`src/rtl/bytes_to_bits_collector_pkg.sv`:
```
// Shared definitions for the byte-to-bit collector.
//   b2b_state_t      : collector FSM state (COLLECT accepts bytes, FULL holds a block)
//   KYBER_SYM_BYTES  : 32-byte symmetric block length (common BYTE_LEN)
//   KYBER_POLY_BYTES : 384-byte encoded polynomial length (common BYTE_LEN)
package kyber_pkg;

  localparam int unsigned KYBER_SYM_BYTES  = 32;
  localparam int unsigned KYBER_POLY_BYTES = 384;

  typedef enum logic [0:0] {
    COLLECT,
    FULL
  } b2b_state_t;

endpackage

```
`src/rtl/bytes_to_bits_collector_if.sv`:
```
// Byte-in / block-out handshake bundle for bytes_to_bits_collector.
//   byte_in, byte_valid, byte_ready : byte stream (source -> collector)
//   bit_array, bits_valid, bits_ready : assembled block (collector -> consumer)
// Modports: master = source/consumer side, slave = collector side.
interface bytes_to_bits_collector_if
  import kyber_pkg::*;
#(
  parameter int unsigned BYTE_LEN = KYBER_SYM_BYTES
);

  logic [7:0]            byte_in;
  logic                  byte_valid;
  logic                  byte_ready;
  logic [BYTE_LEN*8-1:0] bit_array;
  logic                  bits_valid;
  logic                  bits_ready;

  modport master (
    output byte_in,
    output byte_valid,
    input  byte_ready,
    input  bit_array,
    input  bits_valid,
    output bits_ready
  );

  modport slave (
    input  byte_in,
    input  byte_valid,
    output byte_ready,
    output bit_array,
    output bits_valid,
    input  bits_ready
  );

endinterface

```
`src/rtl/bytes_to_bits_collector.sv`:
```
// Streaming byte-to-bit collector: assembles BYTE_LEN bytes (one per
// byte handshake) into a flat little-endian bit array, so bit 8*j+k is
// bit k of byte j, and presents it with its own valid/ready handshake.
//   clk   : rising-edge clock
//   rst   : synchronous active-high reset
//   clear : synchronous abort, discards any partial or pending block
//   bus   : slave side of bytes_to_bits_collector_if (byte stream in,
//           assembled block out)
module bytes_to_bits_collector
  import kyber_pkg::*;
#(
  parameter int unsigned BYTE_LEN = KYBER_SYM_BYTES
) (
  input  logic                        clk,
  input  logic                        rst,
  input  logic                        clear,
  bytes_to_bits_collector_if.slave    bus
);

  if (BYTE_LEN < 2) begin : g_bad_byte_len
    $error("bytes_to_bits_collector: BYTE_LEN must be >= 2");
  end

  localparam int unsigned     CNT_W    = $clog2(BYTE_LEN);
  localparam logic [CNT_W-1:0] CNT_LAST = CNT_W'(BYTE_LEN - 1);

  b2b_state_t            state_q, state_d;
  logic [CNT_W-1:0]      cnt_q;
  logic [BYTE_LEN*8-1:0] bits_q;
  logic                  byte_ready_w;
  logic                  bits_valid_w;
  logic                  byte_hs;
  logic                  bits_hs;

  // Flags come from registered state only; rst masks them so neither
  // handshake can fire in the first reset cycle.
  always_comb begin
    byte_ready_w = 1'b0;
    bits_valid_w = 1'b0;
    if (!rst) begin
      byte_ready_w = (state_q == COLLECT);
      bits_valid_w = (state_q == FULL);
    end
  end

  assign byte_hs = bus.byte_valid & byte_ready_w;
  assign bits_hs = bus.bits_ready & bits_valid_w;

  always_comb begin
    state_d = state_q;
    unique case (state_q)
      COLLECT: if (byte_hs && (cnt_q == CNT_LAST)) state_d = FULL;
      FULL:    if (bits_hs) state_d = COLLECT;
      default: state_d = COLLECT;
    endcase
  end

  // State, byte counter and lane write share one register process so that
  // clear/reset wipes all three together and leaves no partial residue.
  always_ff @(posedge clk) begin
    if (rst || clear) begin
      state_q <= COLLECT;
      cnt_q   <= '0;
      bits_q  <= '0;
    end else begin
      state_q <= state_d;
      if (byte_hs) begin
        bits_q[8*cnt_q +: 8] <= bus.byte_in;
        cnt_q <= (cnt_q == CNT_LAST) ? '0 : cnt_q + 1'b1;
      end
    end
  end

  assign bus.byte_ready = byte_ready_w;
  assign bus.bits_valid = bits_valid_w;
  assign bus.bit_array  = bits_q;

endmodule
```
`src/flat_wrapper.sv`:
```
// flat-port wrapper written by rule: the top's interface ports become plain ports
module bytes_to_bits_collector_flat import kyber_pkg::*;
#(
  parameter int unsigned BYTE_LEN = KYBER_SYM_BYTES
)
  (clk, rst, clear, bus_byte_in, bus_byte_valid, bus_byte_ready, bus_bit_array, bus_bits_valid, bus_bits_ready);
  bytes_to_bits_collector_if #(.BYTE_LEN(BYTE_LEN)) bus_i ();
  input  logic clk;
  input  logic rst;
  input  logic clear;
  input wire logic [$bits(bus_i.byte_in)-1:0] bus_byte_in;
  input wire logic [$bits(bus_i.byte_valid)-1:0] bus_byte_valid;
  output wire logic [$bits(bus_i.byte_ready)-1:0] bus_byte_ready;
  output wire logic [$bits(bus_i.bit_array)-1:0] bus_bit_array;
  output wire logic [$bits(bus_i.bits_valid)-1:0] bus_bits_valid;
  input wire logic [$bits(bus_i.bits_ready)-1:0] bus_bits_ready;
  assign bus_i.byte_in = bus_byte_in;
  assign bus_i.byte_valid = bus_byte_valid;
  assign bus_byte_ready = bus_i.byte_ready;
  assign bus_bit_array = bus_i.bit_array;
  assign bus_bits_valid = bus_i.bits_valid;
  assign bus_i.bits_ready = bus_bits_ready;
  bytes_to_bits_collector #(.BYTE_LEN(BYTE_LEN)) u_core (.clk(clk), .rst(rst), .clear(clear), .bus(bus_i));
endmodule
```
`config.mk`:
```
export PLATFORM = sky130hd
export DESIGN_NAME = bytes_to_bits_collector_flat
export DESIGN_NICKNAME = d
export VERILOG_FILES = /design/src/rtl/bytes_to_bits_collector_pkg.sv /design/src/rtl/bytes_to_bits_collector_if.sv /design/src/rtl/bytes_to_bits_collector.sv /design/src/flat_wrapper.sv
export SDC_FILE = /design/constraint.sdc
export NUM_CORES = 1
export LEC_CHECK = 0
export ABC_AREA = 1
export ABC_CLOCK_PERIOD_IN_PS = 3780
export BUFFER_PORTS_ARGS = -buffer_cell sky130_fd_sc_hd__buf_2
export CAP_MARGIN = 20
export CORE_AREA = 5 5 155 157
export CTS_BUF_LIST = sky130_fd_sc_hd__clkbuf_4
export CTS_CLUSTER_DIAMETER = 60
export DETAILED_ROUTE_END_ITERATION = 10
export DIE_AREA = 0 0 160 162
export PLACE_DENSITY = 0.8
export SYNTH_ARGS = -nofsm -noshare
export SYNTH_HDL_FRONTEND = slang
export SYNTH_SLANG_ARGS = --single-unit
```
`constraint.sdc`:
```
create_clock -name clk -period 3.78 [get_ports clk]
set_input_delay 0.189 -clock clk [delete_from_list [all_inputs] [get_ports clk]]
set_output_delay 0.189 -clock clk [all_outputs]
set_load 0.01 [all_outputs]
```
== After elaboration in Yosys (flattened, before gate mapping) ==
Cells that the tools add are included.
W data, S select, Z words.

* Add/sub/neg operators: 2
* Eq/ne operators: 1
* Shifts and indexed selects: 2
* Muxes and demuxes: 7
* Bitwise operators: 3
* Reductions and logical operators: 2

{| class="wikitable"
|+ Operators with widths
! operator !! count
|-
| $bwmux W256 || 1
|-
| $shift A8 B34 Y256 const A || 1
|-
| $shiftx A8 B34 Y256 || 1
|-
| $neg A8 Y34 || 1
|-
| $add A5 B1 Y5 const B || 1
|-
| $eq A5 B5 Y1 const B || 1
|-
| $mux W5 || 1
|-
| $mux W1 || 4
|-
| $and A1 B1 Y1 || 2
|-
| $pmux W1 S2 || 1
|-
| $logic_and A1 B1 Y1 || 1
|-
| $logic_or A1 B1 Y1 || 1
|-
| $not A1 Y1 || 1
|}

* Flip-flop bits (word level): 262
* Output and inout bits: 258
* Logic and storage cells: 20

== Depth between registers and ports, before layout ==
Gate-level depths: netlist of the first run.

* Depth after elaboration: 6
* Mapped depth: 14
* Gate-level depth less buffers: 13

== Least setup slack after synthesis of the first run ==
Ideal clock, no wire load.

* Kind: reg2reg
* Start point: register u_core.cnt_q[0]
* End point: register u_core.bits_q[95], in the netlist u_core.bus.bit_array[95]
* Library setup time: 0.064 ns
* Arrival time: 2.197 ns
* Path slack: 1.519 ns
* Stages on the path, launching flop included: 14
* Buffers on the path: 2
* Clock period less this slack: 2.261 ns
* Cell sequence: dfxtp_1 > inv_2 > ha_1 > nand2_1 > nor2_1 > ha_1 > clkbuf_1 > nand2_1 > inv_1 > clkbuf_1 > nand2_1 > nand2_1 > nand2_1 > nor2_1

* Longest elaborated chain between the ends: 3
* Elaborated cells on any way between the ends: 4

{| class="wikitable"
|+ RTL lines
! element !! line !! source
|-
| start: declaration || bytes_to_bits_collector.sv:28 || <nowiki>logic [CNT_W-1:0] cnt_q;</nowiki>
|-
| start signal: assignment || bytes_to_bits_collector.sv:69 || <nowiki>cnt_q <= (cnt_q == CNT_LAST) ? '0 : cnt_q + 1'b1;</nowiki>
|-
| $neg A8 Y34 * || bytes_to_bits_collector.sv:68 || <nowiki>bits_q[8*cnt_q +: 8] <= bus.byte_in;</nowiki>
|-
| $shiftx A8 B34 Y256 / $shift A8 B34 Y256 (equally long branches) || bytes_to_bits_collector.sv:68 ||
|-
| $bwmux W256 * || bytes_to_bits_collector.sv:68 ||
|-
| end signal: indexed assignment || bytes_to_bits_collector.sv:68 ||
|-
| end: declaration || bytes_to_bits_collector.sv:29 || <nowiki>logic [BYTE_LEN*8-1:0] bits_q;</nowiki>
|}

Every way passes the cells marked *; elsewhere a longest branch is shown, timed or not.
A chain may end at the register's enable or synchronous reset.

== Final worst setup path of the first run ==
* Start point: register u_core.cnt_q[1]
* End point: register u_core.bits_q[116], in the netlist u_core.bus.bit_array[116]

The elaborated chain is that of the path after synthesis.

==> out/results.tsv, run 1 <==
stage	metric	value	unit
power_and_ir_drop	power_density	379	mW/mm2
layout	post_route_cells_drive_above_1_share	0.196	
layout	final_net_count	2185	
yosys	synthAdderAreaFrac	0.00415	
die	ios	271	
placed_design	io_buffers	270	
yosys	synthSimpleGateAreaFrac	0.398	
layout	multi_input_area	0.00530	mm2
die	fp-row-count	55	
setup_path	worstPathArrival	3.62	ns
die	die_w	160	um
yosys	yosysWarnings	0	
routing	route.detailed.drc	0	
sta	slew_violations	0	
routing	dr.first_iter.drc_count	855	
sta	post-route-period-util	0.806	
sta	skew	0.0348	ns
status	status	finished, final reports clean	
hold_path	hp-start	bus_byte_in[7]	
yosys	synth_seq_cells	262	
routing	first_pass_iters	8	
routing	avgRoutedWirePerCell	14.9	um
setup_path	timing.rr.start	u_core.cnt_q[1]$_SDFFE_PP0P_	
setup_path	crit_path_start	u_core.cnt_q[1]$_SDFFE_PP0P_	
cts	cts.htree.levels	3	
routing	vias	12500	
cts	cts_root_buf	clkbuf_4	
cts	post-cts-setup-buffer-count	0	
layout	utilization	0.646	
power_and_ir_drop	leakagePower	7.70	nW
setup_path	start_kind	flip-flop	
yosys	synthCells	1890	
die	start_util	0.540	
die	die_area	0.0259	mm2
cts	cts_resized	0	
setup_path	cp-end-kind	flip-flop	
sta	rsz0062_at_grt	false	
cts	numCtsBuffers	68	
sta	slew_headroom	0.350	
routing	wirelength	37300	um
routing	vias_per_cell	4.99	
placed_design	post-dp-hpwl	26300	um
cts	clock_latency	0.65	ns
cts	cts_tree	done	
power_and_ir_drop	ir_worst_vdd	0.000221	V
sta	fmax	328	MHz
placed_design	gp_congestion	0.907	
sta	setup_viol	0	
global_routing	antenna_found_initial	2	
yosys	synth_fp_nets	1907	
yosys	avgSynthCellArea	6.39	um2
run	drv_cap	0	
cts	cts_hold_buf	12	
sta	worst_slew_pin_slew	0.968	ns
sta	hold_viol	0	
yosys	yosys-mux-area-fraction	0	
setup_path	crit_fanout	22	
global_routing	grt_max_degree	68	
global_routing	grt_pass1_vias	11500	
layout	syn_to_final_growth	19.7	%
yosys	synth.distinct_cells	26	
layout	seqCellArea	0.00525	mm2
setup_path	required	4.35	ns
yosys	synth_top_family_by_area	simple AND/OR/NAND/NOR gates	
global_routing	track_usage	0.276	
cts	cts_sinks	262	
yosys	seq_area_frac_synth	0.434	
sta	post-route-min-period	3.05	ns
cts	clk_path_buf_depth	3	
die	core_area	0.0224	mm2
setup_path	critPathKind	reg -> reg	
global_routing	grt_overflow	0	
hold_path	hold_path_class	in -> reg	
yosys	synth_area	0.0121	mm2
global_routing	grt_pass1_wl	59100	um
yosys	synth_compound_area_frac	0.0363	
layout	n_fill_cell	2077	
die	die-height	162	um
yosys	synth-xor-area-share	0	
sta	tns	0	ns
routing	final_antenna_net_count	0	
cts	clk_pin_slew	0.07	ns
## worst max-delay path, cell delays in order (launching register included)
cell     delay (ns)
dfxtp_1        0.38
inv_1          0.08
ha_1           0.56
inv_2          0.18
nor2_1         0.19
nand4_1        0.17
nor2_2         0.72
nand2_2        0.37
nand2_1        0.17
nand2_1        0.06
nor2_1         0.11
## metrics by stage
step / total power, mW / worst slack (ns) / instance area [um2] / std cells / hold WS, ns
after CTS: 5.53 / 0.864 / 14400 / 2494 / 0.00648
after global placement: 3.10 / 0.999 / 13500 / 2371 / 0.457
after global routing: 5.73 / 0.500 / 14400 / 2496 / 0.0743
after detailed placement: 3.10 / 0.866 / 13500 / 2371 / 0.469
final: 5.48 / 0.732 / 14400 / 2496 / 0.0710
after floorplan: 3.03 / 1.52 / 12100 / 1890 / 0.371
## layout make-up
| cell class | count | share of cell area |
|---|---|---|
| sequential | 262 | 0.363 |
| inverter | 292 | 0.0763 |
| antenna | 2 | 0.000346 |
| tap | 285 | 0.0247 |
| clock buffer | 96 | 0.0499 |
| clock inverter | 15 | 0.00779 |
| timing repair buffer | 300 | 0.111 |
| multi-input combinational | 1244 | 0.367 |
## routing by layer
metal	track usage	wire (um)	vias to the layer above
met5	0	0	-
met4	0.106	1180	0
met3	0.0665	3270	101
met2	0.455	17100	544
met1	0.353	15700	5535
li1	-	-	6274
## power by group
group | leakage (nW) | internal [mW] | total (mW) | switching [mW]
clock network | 0.489 | 1.30 | 2.42 | 1.13
registers | 2.11 | 2.76 | 2.77 | 0.00222
logic | 5.10 | 0.0616 | 0.287 | 0.226
total | 7.70 | 4.12 | 5.48 | 1.36
## Yosys cell counts (all sizes together)
| cell type | n | share of area |
|---|---|---|
| clkbuf | 26 | 0.0081 |
| nand4 | 82 | 0.042 |
| nor2 | 506 | 0.16 |
| inv | 289 | 0.090 |
| clkinv | 3 | 0.0010 |
| buf | 66 | 0.028 |
| nand3 | 57 | 0.034 |
| o21ai | 58 | 0.024 |
| ha | 4 | 0.0041 |
| a211oi | 1 | 0.00062 |
| nor3 | 14 | 0.0058 |
| a21oi | 28 | 0.012 |
| dfxtp | 262 | 0.43 |
| nand2 | 494 | 0.15 |
## sequential cells by signal, indices dropped and copies added, names as in the netlist
name	count
u_core.bus.bit_array	256
u_core.cnt_q	5
u_core.state_q	1
## placed cells by master, fill, tap and decap left out
master         Yosys  final
a211oi_1           1      1
a21oi_1           28     28
buf_2             42    270
buf_4              6     18
bufinv_16          0      2
clkbuf_4           0     96
clkinv_1           2     14
clkinv_2           1      1
clkinvlp_4         0      1
dfxtp_1          262    262
diode_2            0      2
dlygate4sd3_1      0     12
ha_1               4      4
inv_1            278    278
inv_2              9      9
inv_4              2      2
nand2_1          490    490
nand2_2            4      4
nand3_1           38     38
nand3_2           15     15
nand3_4            4      4
nand4_1           82     82
nor2_1           497    496
nor2_2             6      6
nor2_4             2      3
nor2_8             1      1
nor3_1            14     14
o21ai_0           58     58
## kinds of logic after synthesis
family,count (synthesis)
compound gates,87
fa+ha+maj,4
buf+inv,384
flops,262
simple gates,1153
## worst paths after layout
check | end | slack [ns] | cells after the start
max | u_core.bus.bit_array[116]$_SDFFE_PP0P_ | 0.73 | 10
min reg2reg | u_core.bus.bit_array[101]$_SDFFE_PP0P_ | 0.48 | 2
max reg2reg | u_core.bus.bit_array[116]$_SDFFE_PP0P_ | 0.73 | 10
min | u_core.bus.bit_array[7]$_SDFFE_PP0P_ | 0.07 | 5
No activity file was read; power rests on OpenSTA's default activity.
==> run 2, diff against run 1 <==
--- a/config.mk
+++ b/config.mk
@@ -5,16 +5,16 @@
 export SDC_FILE = /design/constraint.sdc
 export NUM_CORES = 1
 export LEC_CHECK = 0
-export ABC_AREA = 1
-export ABC_CLOCK_PERIOD_IN_PS = 3780
+export ABC_AREA = 0
+export ABC_CLOCK_PERIOD_IN_PS = 3200
 export BUFFER_PORTS_ARGS = -buffer_cell sky130_fd_sc_hd__buf_2
 export CAP_MARGIN = 20
-export CORE_AREA = 5 5 155 157
+export CORE_AREA = 5 5 147 149
 export CTS_BUF_LIST = sky130_fd_sc_hd__clkbuf_4
 export CTS_CLUSTER_DIAMETER = 60
 export DETAILED_ROUTE_END_ITERATION = 10
-export DIE_AREA = 0 0 160 162
-export PLACE_DENSITY = 0.8
+export DIE_AREA = 0 0 152 154
+export PLACE_DENSITY = 0.81
 export SYNTH_ARGS = -nofsm -noshare
 export SYNTH_HDL_FRONTEND = slang
 export SYNTH_SLANG_ARGS = --single-unit
==> constraint.sdc (replaced) <==
create_clock -name clk -period 3.2 [get_ports clk]
set_input_delay 0.16 -clock clk [delete_from_list [all_inputs] [get_ports clk]]
set_output_delay 0.16 -clock clk [all_outputs]
set_load 0.01 [all_outputs]
==> out/results.tsv, run 2 <==
stage	metric	value	unit
status	status	finished, final reports clean	
sta	slew_violations	0	
yosys	yosysTopAreaCell	dfxtp_1	
power_and_ir_drop	switching_share	0.233	
sta	worst_slack	0.283	ns
layout	final_net_count	1440	
run	drv_cap	0	
setup_path	crit_top_cell	ha_1	
setup_path	crit_fanout	14	
die	start_util	0.543	
yosys	synth_fp_nets	1139	
layout	final_cells	1742	
power_and_ir_drop	pwr-share-clk	0.467	
die	core_area	0.0200	mm2
global_routing	grt_pass1_wl	53100	um
power_and_ir_drop	power_frac_comb	0.033	
yosys	synth.distinct_cells	63	
setup_path	crit_path_start	u_core.cnt_q[0]$_SDFFE_PP0P_	
setup_path	required	3.80	ns
layout	utilization	0.676	
yosys	avgSynthCellArea	9.70	um2
setup_path	worstPathArrival	3.52	ns
yosys	yosysWarnings	0	
layout	syn_to_final_growth	24.3	%
cts	cts.htree.levels	3	
global_routing	track_usage	0.276	
power_and_ir_drop	sequentialPowerShare	0.500	
layout	design_area	0.0135	mm2
power_and_ir_drop	power_density	482	mW/mm2
sta	setup_viol	0	
die	fp-row-count	52	
sta	fmax	343	MHz
die	die_area	0.0234	mm2
global_routing	grt_overflow	0	
sta	post-route-min-period	2.92	ns
setup_path	critPathKind	reg -> reg	
setup_path	cp-end-kind	flip-flop	
yosys	synth.area.top_cells	dfxtp_1 (48%), mux2i_1 (16%), nand2_1 (7.1%)	
cts	clk_path_buf_depth	3	
sta	slew_headroom	0.370	
setup_path	worst_path_largest_cell_delay	0.59	ns
placed_design	gp_congestion	0.900	
routing	vias	10000	
placed_design	placed_cells	1607	
placed_design	placed_area	0.0125	mm2
global_routing	antenna_found_initial	3	
routing	first_pass_iters	5	
layout	post_route_cells_drive_above_1_share	0.311	
yosys	synthCells	1122	
layout	final_cell_mix	buf_2 (270), dfxtp_1 (262), nand2_1 (206), mux2i_1 (173), clkbuf_4 (101)	
yosys	seq_area_frac_synth	0.482	
setup_path	timing.rr.start	u_core.cnt_q[0]$_SDFFE_PP0P_	
cts	numCtsBuffers	69	
yosys	synth_top_area_share	0.482	
setup_path	critPathTopFamily	simple AND/OR/NAND/NOR gates	
setup_path	rr_worst_depth	9	
sta	hold_viol	0	
routing	dr.first_iter.drc_count	794	
cts	clk_pin_slew	0.07	ns
power_and_ir_drop	ir_worst_vdd	0.000299	V
cts	cts_root_buf	clkbuf_4	
sta	tns	0	ns
sta	rsz0062_at_grt	false	
setup_path	slowest_stage	nor3b_4	
cts	cts_tree	done	
sta	post-route-period-util	0.912	
cts	clock_latency	0.67	ns
die	die-height	154	um
global_routing	grt_pass1_vias	9746	
power_and_ir_drop	power.internal	5.00	mW
setup_path	r2r-end	u_core.bus.bit_array[243]$_SDFFE_PP0P_	
setup_path	crit_end	u_core.bus.bit_array[243]$_SDFFE_PP0P_	
yosys	ys_async_sr_fraction	0	
setup_path	path_cells	inv_1, ha_1, nand2b_1, nor2_1, ha_1, nor3b_4, nand3_1, nor4_1, a31o_1	
yosys	synth_seq_cells	262	
yosys	synth_area	0.0109	mm2
setup_path	cp_num_buf_inv	1	
setup_path	start_kind	flip-flop	
routing	vias_per_cell	5.74	
power_and_ir_drop	leakagePower	6.69	nW
sta	worst_slew_pin_slew	0.943	ns
routing	avgRoutedWirePerCell	19.4	um
routing	final_antenna_net_count	0	
die	die_w	152	um
layout	largest_reg_flops	256	
yosys	synth_most_common_cell	dfxtp_1	
routing	wirelength	33800	um
cts	cts_sinks	262	
global_routing	grt_max_degree	155	
setup_path	r2r_slack	0.28	ns
placed_design	io_buffers	270	
routing	route.detailed.drc	0	
sta	skew	0.0389	ns
die	ios	271	
yosys	synth_edf_count	0	
yosys	synth-main-ff-cell	dfxtp_1	
layout	layout_commonest_cell	buf_2	
placed_design	post-place-ws	0.235	ns
placed_design	post-dp-hpwl	23300	um
setup_path	critical_path_depth	9	
yosys	netlist_top_cells_count	dfxtp_1 (262), nand2_1 (206), mux2i_1 (173)	
power_and_ir_drop	p_sw	1.52	mW
hold_path	hold_path_class	in -> reg	
==> run 2: changes by cell type in the layout (fill, tap and decap cells not counted), sizes merged, moves of 37 or more <==
| cell | change |
|---|---|
| nand4 | -37 |
| nor2 | -474 |
| mux2i | +173 |
| inv | -277 |
| a21oi | +38 |
| nand2 | -288 |
==> run 2: cells by family after synthesis <==
logic type                 synth area share
xor gates and xnor gates            0.00506
buffers and inverters                0.0394
AOI/OAI and AO/OA                    0.0935
muxes                                 0.160
DFF                                   0.482
adders and majority gates           0.00460
and+or+nand+nor                       0.216
==> run 2: through the flow <==
step	hold WS (ns)	power, mW
floorplan	0.311	3.47
global placement	0.442	3.53
detailed placement	0.449	3.53
CTS	0.330	6.57
global route	0.357	6.77
finish	0.368	6.52
==> run 2: tightest hold or removal path: cells and delay by family <==
family                 cells  cell delay [ns]
buffers and inverters      2             0.69
AND/OR/NAND/NOR            1             0.07
AO/OA/AOI/OAI              1             0.06
==> run 2: final cells by class <==
type,instances,area (um2)
fill,1611,6500
multi-input combinational,763,5260
sequential,262,5250
timing repair buffer,316,1740
clock buffer,101,758
tap,270,338
clock inverter,16,149
inverter,11,41.3
antenna,3,7.51
==> run 2: worst min path at each step <==
stage / start / end / slack [ns] / cells past startpoint
3_3_place_gp: u_core.bus.bit_array[68]$_SDFFE_PP0P_ / u_core.bus.bit_array[68]$_SDFFE_PP0P_ / 0.44 / 2
3_5_place_dp: u_core.bus.bit_array[168]$_SDFFE_PP0P_ / u_core.bus.bit_array[168]$_SDFFE_PP0P_ / 0.45 / 2
6_report: bus_byte_in[6] / u_core.bus.bit_array[6]$_SDFFE_PP0P_ / 0.37 / 4
2_1_floorplan: bus_byte_in[1] / u_core.bus.bit_array[73]$_SDFFE_PP0P_ / 0.31 / 2
4_1_cts: bus_byte_in[6] / u_core.bus.bit_array[6]$_SDFFE_PP0P_ / 0.33 / 4
5_1_grt: bus_byte_in[0] / u_core.bus.bit_array[0]$_SDFFE_PP0P_ / 0.36 / 4
==> run 2: per-layer routing <==
| metal | vias to the layer above | wire, um | GRT usage |
|---|---|---|---|
| li1 | 4626 | - | - |
| met1 | 4705 | 13000 | 0.329 |
| met2 | 560 | 16000 | 0.451 |
| met3 | 114 | 3310 | 0.0911 |
| met4 | 0 | 1460 | 0.132 |
| met5 | - | 0 | 0 |
==> run 2: timing repair <==
item,CTS,global route
setup endpoints to repair,0,12
endpoints found under the hold margin,36,0
setup buffers,0,1
resized for setup,0,1
hold buffers,14,0
==> run 2: power groups by stage <==
stage / combinational, mW / sequential [mW] / clock [mW]
finish: 0.214 / 3.26 / 3.04
global route: 0.227 / 3.26 / 3.28
CTS: 0.208 / 3.26 / 3.10
detailed placement: 0.194 / 3.34 / 0
global placement: 0.194 / 3.34 / 0
floorplan: 0.128 / 3.34 / 0
==> run 3, diff against run 2 <==
--- a/config.mk
+++ b/config.mk
@@ -15,6 +15,7 @@
 export DETAILED_ROUTE_END_ITERATION = 10
 export DIE_AREA = 0 0 152 154
 export PLACE_DENSITY = 0.81
+export REMOVE_ABC_BUFFERS = 1
 export SYNTH_ARGS = -nofsm -noshare
 export SYNTH_HDL_FRONTEND = slang
 export SYNTH_SLANG_ARGS = --single-unit
==> out/results.tsv, run 3 (synthesis results as in run 2) <==
stage	metric	value	unit
status	status	finished, final reports clean	
routing	avgRoutedWirePerCell	19.0	um
setup_path	start_kind	flip-flop	
cts	clk_path_buf_depth	3	
cts	cts_tree	done	
cts	clock_latency	0.68	ns
cts	clk_pin_slew	0.06	ns
sta	post-route-period-util	0.905	
sta	hold_viol	0	
layout	utilization	0.672	
sta	setup_viol	0	
setup_path	worst_path_largest_cell_delay	0.79	ns
cts	cts_root_buf	clkbuf_4	
cts	numCtsBuffers	68	
layout	final_cell_mix	buf_2 (270), dfxtp_1 (262), nand2_1 (206), mux2i_1 (173), clkbuf_4 (89)	
cts	cts_sinks	262	
setup_path	worstPathArrival	3.40	ns
global_routing	grt_max_degree	56	
sta	worst_slack	0.305	ns
sta	post-route-min-period	2.89	ns
setup_path	critPathTopFamily	simple AND/OR/NAND/NOR gates	
die	ios	271	
global_routing	grt_pass1_vias	9781	
cts	cts.htree.levels	3	
die	core_area	0.0200	mm2
die	die_area	0.0234	mm2
sta	skew	0.0488	ns
setup_path	path_cells	inv_1, ha_1, nand2b_1, nor2_1, ha_1, or4b_1, nor2_8, nand4_4, mux2i_1	
setup_path	required	3.70	ns
routing	wirelength	32700	um
setup_path	critPathKind	reg -> reg	
power_and_ir_drop	power.internal	5.00	mW
sta	tns	0	ns
layout	layout_commonest_cell	buf_2	
sta	rsz0062_at_grt	false	
global_routing	antenna_found_initial	1	
layout	post_route_cells_drive_above_1_share	0.305	
power_and_ir_drop	pwr-share-clk	0.464	
placed_design	gp_congestion	0.872	
layout	final_net_count	1434	
power_and_ir_drop	leakagePower	6.65	nW
routing	first_pass_iters	6	
placed_design	post-dp-hpwl	22700	um
power_and_ir_drop	ir_worst_vdd	0.000262	V
setup_path	cp-end-kind	flip-flop	
sta	whs	0.0333	ns
power_and_ir_drop	power_density	482	mW/mm2
run	drv_cap	0	
setup_path	slowest_stage	or4b_1	
power_and_ir_drop	switching_share	0.228	
die	fp-row-count	52	
global_routing	track_usage	0.269	
setup_path	crit_top_cell	ha_1	
routing	route.detailed.drc	0	
power_and_ir_drop	p_sw	1.48	mW
layout	largest_reg_flops	256	
die	die-height	154	um
setup_path	crit_fanout	13	
die	die_w	152	um
routing	vias	9780	
layout	syn_to_final_growth	23.6	%
global_routing	grt_overflow	0	
hold_path	hold_path_class	in -> reg	
sta	slew_headroom	0.409	
die	start_util	0.543	
routing	final_antenna_net_count	0	
power_and_ir_drop	power_frac_comb	0.032	
placed_design	post-place-ws	0.156	ns
global_routing	grt_pass1_wl	52100	um
layout	n_fill_cell	1663	
routing	vias_per_cell	5.67	
sta	slew_violations	0	
placed_design	io_buffers	270	
power_and_ir_drop	sequentialPowerShare	0.503	
sta	worst_slew_pin_slew	0.884	ns
sta	fmax	345	MHz
setup_path	cp_num_buf_inv	1	
routing	dr.first_iter.drc_count	795	
## run 3: cell count changes in the layout (fill, tap and decap cells not counted), sizes merged
cell,delta
clkbuf,-12
buf,-3
bufinv,+2
diode,-2
dlygate4sd3,-2
clkinv,+1
inv,-1
## run 3: area by class of cell
type / count / area, um2 / area share
multi-input cells: 763 / 5260 / 0.391
flip-flops and latches: 262 / 5250 / 0.390
repair buffers: 311 / 1700 / 0.126
clock buffers: 89 / 668 / 0.0496
well taps: 270 / 338 / 0.0251
clock inverters: 18 / 208 / 0.0154
inverters: 11 / 41.3 / 0.00307
diodes: 1 / 2.50 / 0.000186
## run 3: worst register-to-register path: cells and delay by family, from the launching register on
kind,cells,cell delay [ns]
simple gates,5,1.76
fa+ha+maj,2,0.42
flops,1,0.33
mux,1,0.22
buf+inv,1,0.05
## run 3: path summary, 6_finish.rpt
| path | startpoint | endpoint | slack, ns | cells past startpoint |
|---|---|---|---|---|
| worst max-delay path | u_core.cnt_q[0]$_SDFFE_PP0P_ | u_core.bus.bit_array[154]$_SDFFE_PP0P_ | 0.31 | 9 |
| worst min-delay path | rst | u_core.bus.bit_array[95]$_SDFFE_PP0P_ | 0.03 | 4 |
| worst max register to register | u_core.cnt_q[0]$_SDFFE_PP0P_ | u_core.bus.bit_array[154]$_SDFFE_PP0P_ | 0.31 | 9 |
| worst min register to register | u_core.bus.bit_array[185]$_SDFFE_PP0P_ | u_core.bus.bit_array[185]$_SDFFE_PP0P_ | 0.45 | 2 |
## run 3: stage by stage
step | cell area, um2 | power [mW] | instances
3_3_place_gp | 12500 | 3.53 | 1604
2_1_floorplan | 10500 | 3.45 | 1036
4_1_cts | 13500 | 6.53 | 1723
3_5_place_dp | 12500 | 3.53 | 1604
5_1_grt | 13500 | 6.74 | 1725
6_report | 13500 | 6.49 | 1725
## run 3: power by group through the flow
stage	combinational [mW]	sequential, mW	clock [mW]
2_1_floorplan	0.108	3.34	0
3_3_place_gp	0.193	3.34	0
3_5_place_dp	0.194	3.34	0
4_1_cts	0.205	3.26	3.07
5_1_grt	0.223	3.26	3.25
6_report	0.209	3.26	3.01
## run 3: layer usage
metal,vias to the layer above,part of all wire,global-route usage
li1,4596,-,-
met3,82,0.087,0.0812
met2,444,0.48,0.444
met1,4658,0.40,0.321
met4,0,0.036,0.129
met5,-,0,0
## run 3: timing repair
item,4_1_cts,5_1_grt
setup buffers,0,1
resized for setup,0,0
endpoints found under the hold margin,45,0
hold buffers,12,0
setup endpoints to repair,0,3
